==> src/rtl/cordic_sign_seq.sv <==
`default_nettype none
// ============================================================================
//  Module   : cordic_sign_seq
//  Purpose  : CORDIC direction-sequence generator. Captures a target angle
//             and walks the arctangent table one iteration per clock. Each
//             cycle it emits the micro-rotation direction. At completion it
//             presents the packed direction vector and the residual angle.
//  Revision : 1.0 - initial release
// ----------------------------------------------------------------------------
//  Parameters
//    ANGLE_W  angle width, signed degrees in Q(ANGLE_W-8).8 (16..24)
//    ITERS    number of CORDIC iterations (1..16)
//  Ports
//    Clk        in   clock, rising edge
//    reset      in   asynchronous, active-low reset
//    start      in   begin operation (sampled only when idle)
//    clear      in   synchronous abort to idle, wins over start
//    theta      in   target angle, captured on accepted start
//    busy       out  operation in progress (through the done cycle)
//    dir_valid  out  dir / iter_idx valid this cycle
//    dir        out  1 = positive rotation (residual >= 0)
//    iter_idx   out  iteration number of the current dir
//    dirs       out  bit i = direction of iteration i, held after done
//    residual   out  residual angle, final at done and held
//    quad       out  pre-rotation code (00 none, 01 -90 applied, 11 +90)
//    done       out  one-cycle completion pulse
//  Build option
//    SIGN_SEQ_QUADRANT_EN  adds a one-cycle +/-90 degree pre-rotation (PRE)
// ============================================================================
module cordic_sign_seq #(
    parameter int ANGLE_W = 16,
    parameter int ITERS   = 8
) (
    input  logic               Clk,
    input  logic               reset,
    input  logic               start,
    input  logic               clear,
    input  logic [ANGLE_W-1:0] theta,
    output logic               busy,
    output logic               dir_valid,
    output logic               dir,
    output logic [3:0]         iter_idx,
    output logic [ITERS-1:0]   dirs,
    output logic [ANGLE_W-1:0] residual,
    output logic [1:0]         quad,
    output logic               done
);

    typedef enum logic [1:0] {
        S_IDLE = 2'd0,
        S_PRE  = 2'd1,
        S_ITER = 2'd2,
        S_DONE = 2'd3
    } state_t;

    localparam logic [3:0] C_LAST = 4'(ITERS - 1);

    state_t r_state;

    // Arctangent of 2^-i in Q8.8 degrees.
    function automatic logic [15:0] atan_rom(input logic [3:0] idx);
        case (idx)
            4'd0:    atan_rom = 16'd11520;
            4'd1:    atan_rom = 16'd6801;
            4'd2:    atan_rom = 16'd3593;
            4'd3:    atan_rom = 16'd1824;
            4'd4:    atan_rom = 16'd916;
            4'd5:    atan_rom = 16'd458;
            4'd6:    atan_rom = 16'd229;
            4'd7:    atan_rom = 16'd115;
            4'd8:    atan_rom = 16'd57;
            4'd9:    atan_rom = 16'd29;
            4'd10:   atan_rom = 16'd14;
            4'd11:   atan_rom = 16'd7;
            4'd12:   atan_rom = 16'd4;
            4'd13:   atan_rom = 16'd2;
            4'd14:   atan_rom = 16'd1;
            default: atan_rom = 16'd0;
        endcase
    endfunction

    // The residual is kept in ANGLE_W bits: an ANGLE_W+1 bit add/subtract
    // truncated to ANGLE_W is bit-identical to ANGLE_W modular arithmetic.
    logic [ANGLE_W-1:0] w_atan;
    logic [ANGLE_W-1:0] w_step;
    logic [3:0]         w_idx_next;
    logic               w_dir_next;

    always_comb begin
        w_atan     = ANGLE_W'(atan_rom(iter_idx));
        // dir already equals ~residual[MSB] for the iteration on display.
        w_step     = dir ? (residual - w_atan) : (residual + w_atan);
        w_idx_next = iter_idx + 4'd1;
        w_dir_next = ~w_step[ANGLE_W-1];
    end

`ifdef SIGN_SEQ_QUADRANT_EN
    localparam logic [ANGLE_W-1:0] C_RIGHT = ANGLE_W'(23040);

    logic [ANGLE_W-1:0] w_pre;
    logic [1:0]         w_quad;

    always_comb begin
        w_pre  = residual;
        w_quad = 2'b00;
        if ($signed(residual) > $signed(C_RIGHT)) begin
            w_pre  = residual - C_RIGHT;
            w_quad = 2'b01;
        end else if ($signed(residual) < -$signed(C_RIGHT)) begin
            w_pre  = residual + C_RIGHT;
            w_quad = 2'b11;
        end
    end
`else
    assign quad = 2'b00;
`endif

    // Outputs are registered one step ahead: the dir of iteration i is
    // computed on the edge that enters iteration i, so dir / iter_idx /
    // dirs[i] and the pre-update residual are all shown in the same cycle.
    // dirs is not cleared on accept; each bit is overwritten as its
    // iteration is reached.
    always_ff @(posedge Clk or negedge reset) begin
        if (!reset) begin
            r_state   <= S_IDLE;
            busy      <= 1'b0;
            dir_valid <= 1'b0;
            dir       <= 1'b0;
            iter_idx  <= 4'd0;
            dirs      <= '0;
            residual  <= '0;
            done      <= 1'b0;
`ifdef SIGN_SEQ_QUADRANT_EN
            quad      <= 2'b00;
`endif
        end else if (clear) begin
            r_state   <= S_IDLE;
            busy      <= 1'b0;
            dir_valid <= 1'b0;
            done      <= 1'b0;
        end else begin
            case (r_state)
                S_IDLE: begin
                    if (start) begin
                        busy     <= 1'b1;
                        residual <= theta;
                        iter_idx <= 4'd0;
`ifdef SIGN_SEQ_QUADRANT_EN
                        r_state  <= S_PRE;
`else
                        r_state   <= S_ITER;
                        dir_valid <= 1'b1;
                        dir       <= ~theta[ANGLE_W-1];
                        dirs[0]   <= ~theta[ANGLE_W-1];
`endif
                    end
                end
`ifdef SIGN_SEQ_QUADRANT_EN
                S_PRE: begin
                    residual  <= w_pre;
                    quad      <= w_quad;
                    r_state   <= S_ITER;
                    dir_valid <= 1'b1;
                    dir       <= ~w_pre[ANGLE_W-1];
                    dirs[0]   <= ~w_pre[ANGLE_W-1];
                end
`endif
                S_ITER: begin
                    residual <= w_step;
                    if (iter_idx == C_LAST) begin
                        r_state   <= S_DONE;
                        dir_valid <= 1'b0;
                        done      <= 1'b1;
                    end else begin
                        iter_idx <= w_idx_next;
                        dir      <= w_dir_next;
                        for (int k = 1; k < ITERS; k++) begin
                            if (4'(k) == w_idx_next) begin
                                dirs[k] <= w_dir_next;
                            end
                        end
                    end
                end
                S_DONE: begin
                    done    <= 1'b0;
                    busy    <= 1'b0;
                    r_state <= S_IDLE;
                end
                default: r_state <= S_IDLE;
            endcase
        end
    end

endmodule
`default_nettype wire
==> config.mk <==
export PLATFORM = sky130hd
export DESIGN_NAME = cordic_sign_seq
export DESIGN_NICKNAME = d
export VERILOG_FILES = /design/src/rtl/cordic_sign_seq.sv
export SDC_FILE = /design/constraint.sdc
export NUM_CORES = 1
export LEC_CHECK = 0
export ABC_AREA = 1
export CORE_MARGIN = 4
export CORE_UTILIZATION = 49
export CTS_CLUSTER_SIZE = 8
export DETAILED_ROUTE_END_ITERATION = 10
export PLACE_DENSITY = 0.72
export SLEW_MARGIN = 10
export SYNTH_ARGS = -nofsm -noshare
export SYNTH_HDL_FRONTEND = slang
export SYNTH_SLANG_ARGS = --single-unit
==> constraint.sdc <==
create_clock -name Clk -period 7 [get_ports Clk]
set_clock_uncertainty 0.15 [all_clocks]
set_input_delay 1.4 -clock Clk [delete_from_list [all_inputs] [get_ports Clk]]
set_output_delay 1.4 -clock Clk [all_outputs]
set_load 0.02 [all_outputs]
* Word-level counts from Yosys, hierarchy flattened
Memory sizes are Yosys's and may differ from the RTL's. Cells that the tools add are included.
Word-level totals: word-level logic and storage cells 78, output and inout port bits 34, memories kept 1, memory bits (read-only) 224, register bits after elaboration 34, input bits 20
Cells by class: bitwise gates (word level) 4, reduce and logical (&&, ||, !) cells 19, equal/unequal tests 14, $add $sub $neg 3, mux-type cells 22
Memories:
- (no name shown) | words 16, width 14, rd ports 1, clocked after memory_dff 0, wr ports 0, line 62 | case (idx)
Operator list (count):
- $mux W16 | 2
- $pmux W16 S2 | 1
- $reduce_and A4 Y1 | 8
- $add A16 B16 Y16 | 1
- $eq A3 B4 Y1 const A | 4
- $sub A16 B16 Y16 | 1
- $reduce_and A3 Y1 | 3
- $reduce_bool A3 Y1 | 3
- $eq A2 B4 Y1 const A | 2
- $mux W1 | 8
- $mux W4 | 2
- $pmux W1 S2 | 4
- $pmux W4 S2 | 1
- $mux W2 | 3
- $ne A3 B3 Y1 const B | 2
- $reduce_and A2 Y1 | 3
- $add A4 B1 Y4 const B | 1
- $eq A1 B4 Y1 const A | 1
- $eq A2 B2 Y1 const B | 2
- $eq A4 B3 Y1 const B | 1
- $ne A2 B2 Y1 const B | 2
- $not A1 Y1 | 4
- $pmux W2 S2 | 1
- $logic_not A2 Y1 | 1
- $reduce_bool A2 Y1 | 1

* Logic depth before layout (Yosys ltp)
An unclocked memory read counts as a cell.
word-level depth 6, depth in mapped cells 28

* Least setup slack after synthesis
No wires, ideal clock.
path kind reg-to-reg, start register iter_idx[0], end register dir, period minus slack after synthesis 3.764 ns, stages on the path, launching flop included 24, data arrival time 3.549 ns, path buffers 0, slack 3.236 ns, path through dfrtp_1 > inv_1 > ha_1 > nand2_1 > nand3_2 > nand2_2 > ha_1 > nand4_1 > or2_1 > o21ai_0 > xor2_1 > inv_1 > ha_1 > nand2_1 > inv_1 > a21oi_1 > nand2_1 > nand2_1 > nand3_1 > inv_1 > nand3_2 > nand3_2 > nand3_1 > nand2_1
On the way: word-level cells in the longest chain between the ends 6, elaborated cells between the ends (all ways) 10, classes of those cells add/sub: 2; eq/ne: 2; mux: 3; bitwise: 1; reduce/logical: 1; memory: 1
Ends and longest elaborated chain:
- start: declaration | line 42 | output logic [3:0] iter_idx,
- start signal: assignment | line 175 | iter_idx <= w_idx_next;
- $mem_v2 Z16 W14
- $add A16 B16 Y16 / $sub A16 B16 Y16 (equally long branches) | line 92 | w_step = dir ? (residual - w_atan) : (residual + w_atan);
- $mux W16 | line 92
- $not A1 Y1 | line 94 | w_dir_next = ~w_step[ANGLE_W-1];
- $mux W1 | line 170 | if (iter_idx == C_LAST) begin
- $pmux W1 S2 | line 142 | case (r_state)
- end signal: assignment | line 153 | dir <= ~theta[ANGLE_W-1];
- end signal: assignment | line 176 | dir <= w_dir_next;
- end: declaration | line 41 | output logic dir,
Several ways; a longest one is shown, not always the timed one. The select of a mux whose other input is x is not followed. A chain may end at the register's enable or synchronous reset.

* Worst setup path after layout
Same ends and word-level chain as after synthesis.

==> impl_metrics.tcl <==
set metrics [dict create \
    post-route-min-period_ns 4.29 \
    synthXorXnorAreaFrac_pct 5.03 \
    vdd_drop_max_v 0.000185 \
    path_max_fanout 9 \
    finalMaxSlewViolations 0 \
    synthTopCellsByCount "101 x nand2_1, 44 x inv_1, 40 x nor2_1, 34 x dfrtp_1, 34 x nand3_1" \
    synth_edf_count 0 \
    synthesis.instances 419 \
    path_class "reg2reg" \
    relSlewSlack_pct 42.6 \
    die-height_um 85.7 \
    worstSetupEndpoint "dir" \
    via_count 2871 \
    insertion_delay_ns 0.30 \
    status "completed" \
    die_x_um 85.7 \
    cts_buffers 5 \
    yosysMostFrequentCell "nand2_1" \
    critPathLaunch "iter_idx[0]" \
    cp-start-kind "flop" \
    synth_mux_area_share_pct 0 \
    min_path_type "reg2reg" \
    cts_max_level 2 \
    drc 0 \
    place_congestion 0.903 \
    rsz0062_at_grt "no" \
    finalSetupTns_ns 0 \
    syn_area_per_cell_um2 7.06 \
    antenna_found_initial 0 \
    vias_per_cell 5.26 \
    reg2reg_from "iter_idx[0]" \
    drt_pass1_iterations 4 \
    routedWlPerCell_um 14.3 \
    clock_path_buffers 2 \
    critPathCaptureType "flop" \
    rows 28 \
    grt_pass1_vias 2864 \
    grt_first_pass_wirelength_um 13400 \
    finalPower_mw 1.52 \
    netlist.area_leader.share_pct 28.8 \
    cts_setup_buffers 0 \
    reg2reg_to "dir" \
    setup_viol_count_final 0 \
    ys_ff_latch 34 \
    nNetsFinal 517 \
    grt_remaining_overflow 0 \
    synth_top_family_by_area "simple AND/OR/NAND/NOR gates" \
    yosysWarnings 0 \
    root_buffer "clkbuf_8" \
    drive_gt1_share_pct 7.22 \
    pin_count 54 \
    synth-adder-area-share_pct 11.7 \
    clkSlewWorstSetupHoldPaths_ns 0.07 \
    fmax_mhz 233 \
    area.growth.synth_to_final_pct 22.1 \
    ff2ff_path_depth 23 \
    synthArstFlopShare_pct 100 \
    cts_num_sinks 34 \
    critPathArrivalTime_ns 4.37 \
    power_density_nw_per_um2 420 \
    reg2reg_slack_ns 2.71 \
    synth_ff_type "dfrtp_1" \
    ys_seq_area_share_pct 28.8 \
    synth_largest_area_cell "dfrtp_1" \
    critPathRequiredTime_ns 7.08 \
    diodes 0 \
    netlist_top_cells_area "dfrtp_1 29%, nand2_1 13%, ha_1 11%" \
    p_leak_nw 1.77 \
    core_um2 5890 \
    drt-total-wl_um 7790 \
    syn_area_um2 2960 \
    cts_tree "built" \
    grt_max_degree 35 \
    synthSimpleGateAreaFrac_pct 31.8 \
    drv_cap 0 \
    fillers 559 \
    postCtsHoldBufs 0 \
    initial_utilization_pct 50.3 \
    synth_compound_area_share_pct 14.0 \
    port_buffers 51 \
    ant_nets 0 \
    die-area_um2 7350 \
    final_hold_viol_count 0 \
    finalCritPeriodShare_pct 61.2 \
    cts.repair.resized 0 \
    grt_usage_pct 22.6 \
    synth_cell_types 42 \
    post-dp-hpwl_um 6030 \
    drt_iter0_drc 89 \
    worst_pin_slew_ns 0.858 \
]
==> critical path, stage by stage, from the launching register on <==
cell      delay, ns
dfrtp_1        0.50
inv_1          0.22
ha_1           0.37
nand2_1        0.09
nand3_2        0.12
nand2_2        0.12
ha_1           0.16
nand4_1        0.10
or2_1          0.24
nor2_2         0.11
nand3_1        0.09
nand2_1        0.11
o21ai_0        0.11
o31ai_1        0.09
ha_1           0.33
a21oi_1        0.26
o21bai_1       0.09
a21oi_1        0.16
nand3_1        0.19
inv_1          0.14
nand3_2        0.19
nand3_2        0.11
nand3_1        0.08
nand2_1        0.07
==> layout by cell type (no fill, tap or decap), types with 3 or more instances in the layout <==
cell type        count
or2_2                3
a21oi_1             22
o21ai_0             22
nand2_2              4
nand3_1             34
nand3_2              5
inv_2                3
o211ai_1             3
inv_1               44
nor2_1              40
nor3_1               9
dfrtp_1             34
nand4_1              3
nor2_2               4
o21bai_1             3
o22ai_1              3
nand2_1            101
ha_1                26
clkbuf_8             6
a31oi_1              8
clkdlybuf4s50_1     51
xor2_1              13
xnor2_1              4
==> cell families (layout without fill, tap and decap cells) <==
kind of cell / Yosys count / after routing
AOI/OAI and AO/OA: 71 / 71
xor gates and xnor gates: 17 / 17
adders and majority gates: 27 / 27
buffers and inverters: 60 / 111
DFF: 34 / 34
other: 1 / 2
and+or+nand+nor: 209 / 209
==> per-stage QoR <==
stage | setup slack (ns) | util, % | area (µm²) | std cells | hold WS, ns
detailed placement | 2.81 | 59.8 | 3520 | 538 | 0.333
finish | 2.71 | 61.4 | 3610 | 546 | 0.355
global placement | 2.95 | 59.8 | 3520 | 538 | 0.323
floorplan | 3.24 | - | 2960 | 420 | 0.392
global route | 2.39 | 61.4 | 3610 | 546 | 0.392
CTS | 2.75 | 61.4 | 3610 | 546 | 0.358
==> worst min path at each step <==
| stage | start | endpoint | slack, ns | cells after the start |
|---|---|---|---|---|
| 2_1_floorplan | r_state[1] | busy | 0.39 | 3 |
| 3_3_place_gp | dirs[0] | dirs[0] | 0.32 | 2 |
| 3_5_place_dp | done | done | 0.33 | 2 |
| 4_1_cts | dirs[0] | dirs[0] | 0.36 | 2 |
| 5_1_grt | dirs[0] | dirs[0] | 0.39 | 2 |
| 6_report | dirs[0] | dirs[0] | 0.35 | 2 |
==> cell type report <==
class	instances	area, µm²	share of cell area, %
repair buffers	53	526	14.5
clock buffers	7	86.3	2.39
flip-flops and latches	34	851	23.6
well taps	75	93.8	2.60
inverters	50	195	5.40
multi-input cells	326	1860	51.4
clock inverters	1	5.00	0.139
==> sequential cells by signal, indices dropped and copies added (netlist names) <==
name,cells
residual,16
dirs,8
iter_idx,4
r_state,2
busy,1
dir,1
dir_valid,1
done,1
==> report_power, final <==
part           internal, mW  total (mW)  leakage (nW)  switching [mW]
clock network        0.0796       0.160        0.0482          0.0806
registers             0.250       0.302         0.426          0.0529
logic                 0.421        1.05          1.30           0.633
total                 0.751        1.52          1.77           0.767
==> layer usage <==
layer	track usage (%)	share of wire [%]	up-vias
met2	39.2	47	70
met5	0	0	-
met3	3.07	4.3	14
met4	7.48	1.7	0
li1	-	-	1483
met1	28.9	46	1304
(Power assumes the default switching activity.)
==> RTL edit 1: new RTL, config.mk and constraints unchanged <==
`ITERS`: 8 -> 16.
--- a/src/rtl/cordic_sign_seq.sv
+++ b/src/rtl/cordic_sign_seq.sv
@@ -31,3 +31,3 @@
     parameter int ANGLE_W = 16,
-    parameter int ITERS   = 8
+    parameter int ITERS   = 16
 ) (
Interface: changed (resized dirs); port bits go from 54 to 62. The function was not compared with the original's and may differ.
==> RTL edit 1 against the original RTL <==
- final area increased by 13%
- utilization decreased by 0.91 points
- total power increased by 33%
- sequential cell count increased by 8
- setup slack got worse by 0.13 ns
- wire length increased by 5.6%
- critical endpoint is now dirs[14]
- area after synthesis increased by 14%
==> RTL edit 1: results (changes against the original RTL) <==
set qor(wl_met1_mm) 3.65 ;# +0.80%
set qor(synthDistinctLibCells) 44 ;# +4.8%
set qor(wl_met3_um) 376 ;# +13%
set qor(net_switching_power_of_the_design_mw) 1.05 ;# +37%
set qor(signal_buffer_area_fraction) 0.145 ;# -0.000304
set qor(nNetsFinal) 543 ;# +5.0%
set qor(cp_max_fo) 15 ;# +6
set qor(preCtsSetupSlack_ns) 2.63 ;# -0.175 ns
set qor(leakage_nw) 1.91 ;# +8.1%
set qor(n_clock_buffer) 5 ;# -2
set qor(grt_use_met1) 0.261 ;# -0.0286
set qor(dpl-instance-area_um2) 4000 ;# +14%
set qor(dpl.cell_count) 569 ;# +5.8%
set qor(synth.ff_latch_count) 42 ;# +24%
set qor(multi_input_area_share) 0.519 ;# +0.00577
set qor(cts.reportedPaths.clkPinSlew_ns) 0.09 ;# +0.02 ns
set qor(synth.top_cells.by_count) {92 x sky130_fd_sc_hd__nand2_1, 67 x sky130_fd_sc_hd__nor2_1, 42 x sky130_fd_sc_hd__dfrtp_1}
set qor(gp_congestion) 0.989 ;# +9.5%
set qor(grt_util_all_layers) 0.204 ;# -0.0217
set qor(largest_net_degree_at_the_start_of_global_routing) 43 ;# +23%
set qor(first_global_vias) 3063 ;# +6.9%
set qor(num-nonclk-buffers) 60 ;# +13%
set qor(cp.arrival_ns) 4.44 ;# +0.07 ns
set qor(clock_tree_area_fraction) 0.0205 ;# -0.00477
set qor(met2WireLength_mm) 4.04 ;# +9.1%
set qor(seq-power_mw) 0.393 ;# +30%
set qor(status) {complete, no violations}
set qor(seqPwrFrac) 0.195 ;# -0.004
set qor(relSlewSlack) 0.372 ;# -0.0540
## RTL edit 1: logic make-up (layout without fill, tap and decap cells)
kind of cell / Yosys count / count (layout) / synth area share
and+or+nand+nor: 219 / 219 / 0.307
AOI/OAI and AO/OA: 85 / 85 / 0.169
buffers and inverters: 47 / 103 / 0.0639
DFF: 42 / 42 / 0.310
adders and majority gates: 27 / 27 / 0.102
xor gates and xnor gates: 18 / 18 / 0.0466
other: 1 / 2 / 0.00111
## RTL edit 1: worst paths after layout
path	depth (start not counted)	slack, ns	to	start
worst min register to register	2	0.35	dirs[0]	dirs[0]
max in group asynchronous	1	5.02	dirs[4]	reset
worst min-delay path	2	0.35	dirs[0]	dirs[0]
min in group asynchronous	1	1.09	residual[12]	reset
worst max register to register	22	2.58	dirs[14]	iter_idx[1]
worst max-delay path	22	2.58	dirs[14]	iter_idx[1]
==> RTL edit 2: new RTL, same settings <==
Made on the original files. Encoding of `state_t`: now Gray code (2 bits for 4 states).
--- a/src/rtl/cordic_sign_seq.sv
+++ b/src/rtl/cordic_sign_seq.sv
@@ -49,6 +49,6 @@
     typedef enum logic [1:0] {
-        S_IDLE = 2'd0,
-        S_PRE  = 2'd1,
-        S_ITER = 2'd2,
-        S_DONE = 2'd3
+        S_IDLE = 2'b00,
+        S_PRE  = 2'b01,
+        S_ITER = 2'b11,
+        S_DONE = 2'b10
     } state_t;
Function: no difference found for any inputs over 10 cycles, from zero or initial values and one cycle with reset low; not proved beyond that.
==> RTL edit 2 against the original RTL <==
- final area increased by 4.3%
- largest cell class unchanged
- setup slack better by 0.17 ns
- wire length increased by 3.1%
- largest power group unchanged
- area after synthesis is 6.3% higher
- sequential cell count unchanged
- total power increased by 23%
- first-iteration DRC count up 54%
==> RTL edit 2: results (changes against the original RTL) <==
set qor(status) {complete, no violations}
set qor(buffer_ports.inserted) 51 ;# unchanged
set qor(nNetsFinal) 527 ;# +1.9%
set qor(routedWlPerCell_um) 14.5 ;# +1.8%
set qor(critical_path_cell_with_the_highest_stage_delay) {sky130_fd_sc_hd__dfrtp_1}
set qor(largest_net_degree_at_the_start_of_global_routing) 35 ;# unchanged
set qor(gp_congestion) 0.952 ;# +5.4%
set qor(grt_pass1_wl_mm) 14.0 ;# +4.7%
set qor(area_share_of_xor_xnor_cells_in_the_synthesized_design) 0.0501 ;# -0.000198
set qor(grt_util_all_layers) 0.228 ;# +0.00162
set qor(synth_flop_cell) {sky130_fd_sc_hd__dfrtp_1}
set qor(cts.htree.levels) 2 ;# unchanged
set qor(cts.reportedPaths.clkPinSlew_ns) 0.07 ;# about the same
set qor(clock_insertion_delay_worst_skew_ns) 0.29
set qor(starting_drt_drc_count) 137 ;# +54%
set qor(synth.top_cells.by_count) {98 x sky130_fd_sc_hd__nand2_1, 46 x sky130_fd_sc_hd__inv_1, 41 x sky130_fd_sc_hd__nor2_1}
set qor(synth_adder_area_share) 0.122 ;# +0.00502
set qor(synth.mux.area_fraction) 0.00318 ;# +0.00318
set qor(vias) 2975 ;# +3.6%
set qor(hpwl_mm) 6.09 ;# +1.0%
set qor(ys_top_cells_by_area) {sky130_fd_sc_hd__dfrtp_1 27%, sky130_fd_sc_hd__nand2_1 12%, sky130_fd_sc_hd__ha_1 12%, sky130_fd_sc_hd__inv_1 5.5%, sky130_fd_sc_hd__nor2_1 4.9%}
set qor(drtPass1Iterations) 4 ;# unchanged
set qor(global_route.overflow_total) 0 ;# unchanged
set qor(synth_compound_gate_area_share) 0.139 ;# -0.000315
set qor(synthesis.yosys.warnings) 0 ;# unchanged
set qor(synthArstFlopShare) 1.00 ;# unchanged
set qor(max_stage_delay_ns) 0.52 ;# +0.02 ns
set qor(antenna_cells_inserted) 0 ;# unchanged
set qor(tightestPinTransition_ns) 0.932 ;# +0.0741 ns
set qor(clockRootBuffer) {sky130_fd_sc_hd__clkbuf_8}
set qor(number_of_antenna_violations_at_the_first_check_in_global_routing) 0 ;# unchanged
set qor(timing.critical_path.max_delay_family) {simple AND/OR/NAND/NOR gates}
set qor(net_switching_power_of_the_design_mw) 0.983 ;# +28%
set qor(vdd_drop_max_uv) 261 ;# +41%
set qor(postCtsSetupBuffers) 0 ;# unchanged
set qor(post_cts_resize_count) 0 ;# unchanged
set qor(synthDistinctLibCells) 44 ;# +4.8%
set qor(drive_above_1_share) 0.0858 ;# +0.0136
set qor(fillCellCount) 573 ;# +2.5%
set qor(hold_wc_path_type) {flip-flop to flip-flop}
set qor(largest_registers) {residual (16), dirs (8), iter_idx (4)}
set qor(clock_tree.buffer_depth) 2 ;# unchanged
set qor(synth.yosys.seq_area_share) 0.270 ;# -0.0170
set qor(leakage_nw) 1.84 ;# +3.8%
set qor(cp_max_fo) 10 ;# +1
set qor(number_of_buffers_created_by_cts) 5 ;# unchanged
-- RTL edit 2: final cells by class --
| cell class | count | area [um^2] | area share |
|---|---|---|---|
| repair buffers | 51 | 505 | 0.134 |
| multi-input cells | 335 | 2030 | 0.540 |
| well taps | 75 | 93.8 | 0.0249 |
| clock inverters | 1 | 5.00 | 0.00133 |
| inverters | 50 | 193 | 0.0512 |
| flip-flops and latches | 34 | 851 | 0.226 |
| clock buffers | 7 | 86.3 | 0.0229 |
-- RTL edit 2: metal layers --
| layer | share of wire | vias up | routed length, um | GRT usage |
|---|---|---|---|---|
| met2 | 0.48 | 80 | 3850 | 0.396 |
| met3 | 0.050 | 10 | 399 | 0.0376 |
| li1 | - | 1502 | - | - |
| met5 | 0 | - | 0 | 0 |
| met4 | 0.014 | 0 | 110 | 0.0563 |
| met1 | 0.46 | 1383 | 3670 | 0.294 |
-- RTL edit 2: power groups by stage --
stage	Clock (mW)	Sequential (mW)	Combinational (mW)
finish	0.155	0.342	1.37
floorplan	0	0.408	0.937
global route	0.172	0.354	1.54
global placement	0	0.344	1.34
detailed placement	0	0.346	1.37
CTS	0.162	0.342	1.38
-- RTL edit 2: stage by stage --
step	std cells	hold slack, ns	setup WS [ns]	power, mW	instance area, um^2
2_1_floorplan	432	0.408	3.38	1.35	3150
3_3_place_gp	545	0.317	3.09	1.69	3670
3_5_place_dp	545	0.325	2.98	1.72	3670
4_1_cts	553	0.344	2.94	1.88	3770
5_1_grt	553	0.367	2.41	2.07	3770
6_report	553	0.335	2.89	1.87	3770
-- RTL edit 2: path summary, 6_finish.rpt --
check	startpoint	endpoint	slack, ns	depth (start not counted)
worst max-delay path	iter_idx[0]	dir	2.89	23
worst min-delay path	busy	busy	0.34	2
worst max register to register	iter_idx[0]	dir	2.89	23
worst min register to register	busy	busy	0.34	2
max in group asynchronous	reset	r_state[0]	5.13	1
min in group asynchronous	reset	residual[2]	1.04	1
-- RTL edit 2: cell families (layout without fill, tap and decap cells) --
logic type	count (synthesis)	after routing
buffers and inverters	63	109
muxes	1	1
xor gates and xnor gates	18	18
DFF	34	34
adders and majority gates	30	30
and+or+nand+nor	210	210
AOI/OAI and AO/OA	74	74
other	1	2
-- RTL edit 2: worst reg2reg max path: cells and delay by family (launching register included) --
| kind | cells | cell delay (ns) |
|---|---|---|
| AO/OA/AOI/OAI | 1 | 0.27 |
| adder cells (fa/ha/maj) | 3 | 0.94 |
| buffers and inverters | 2 | 0.35 |
| flip-flops | 1 | 0.52 |
| AND/OR/NAND/NOR | 17 | 1.78 |
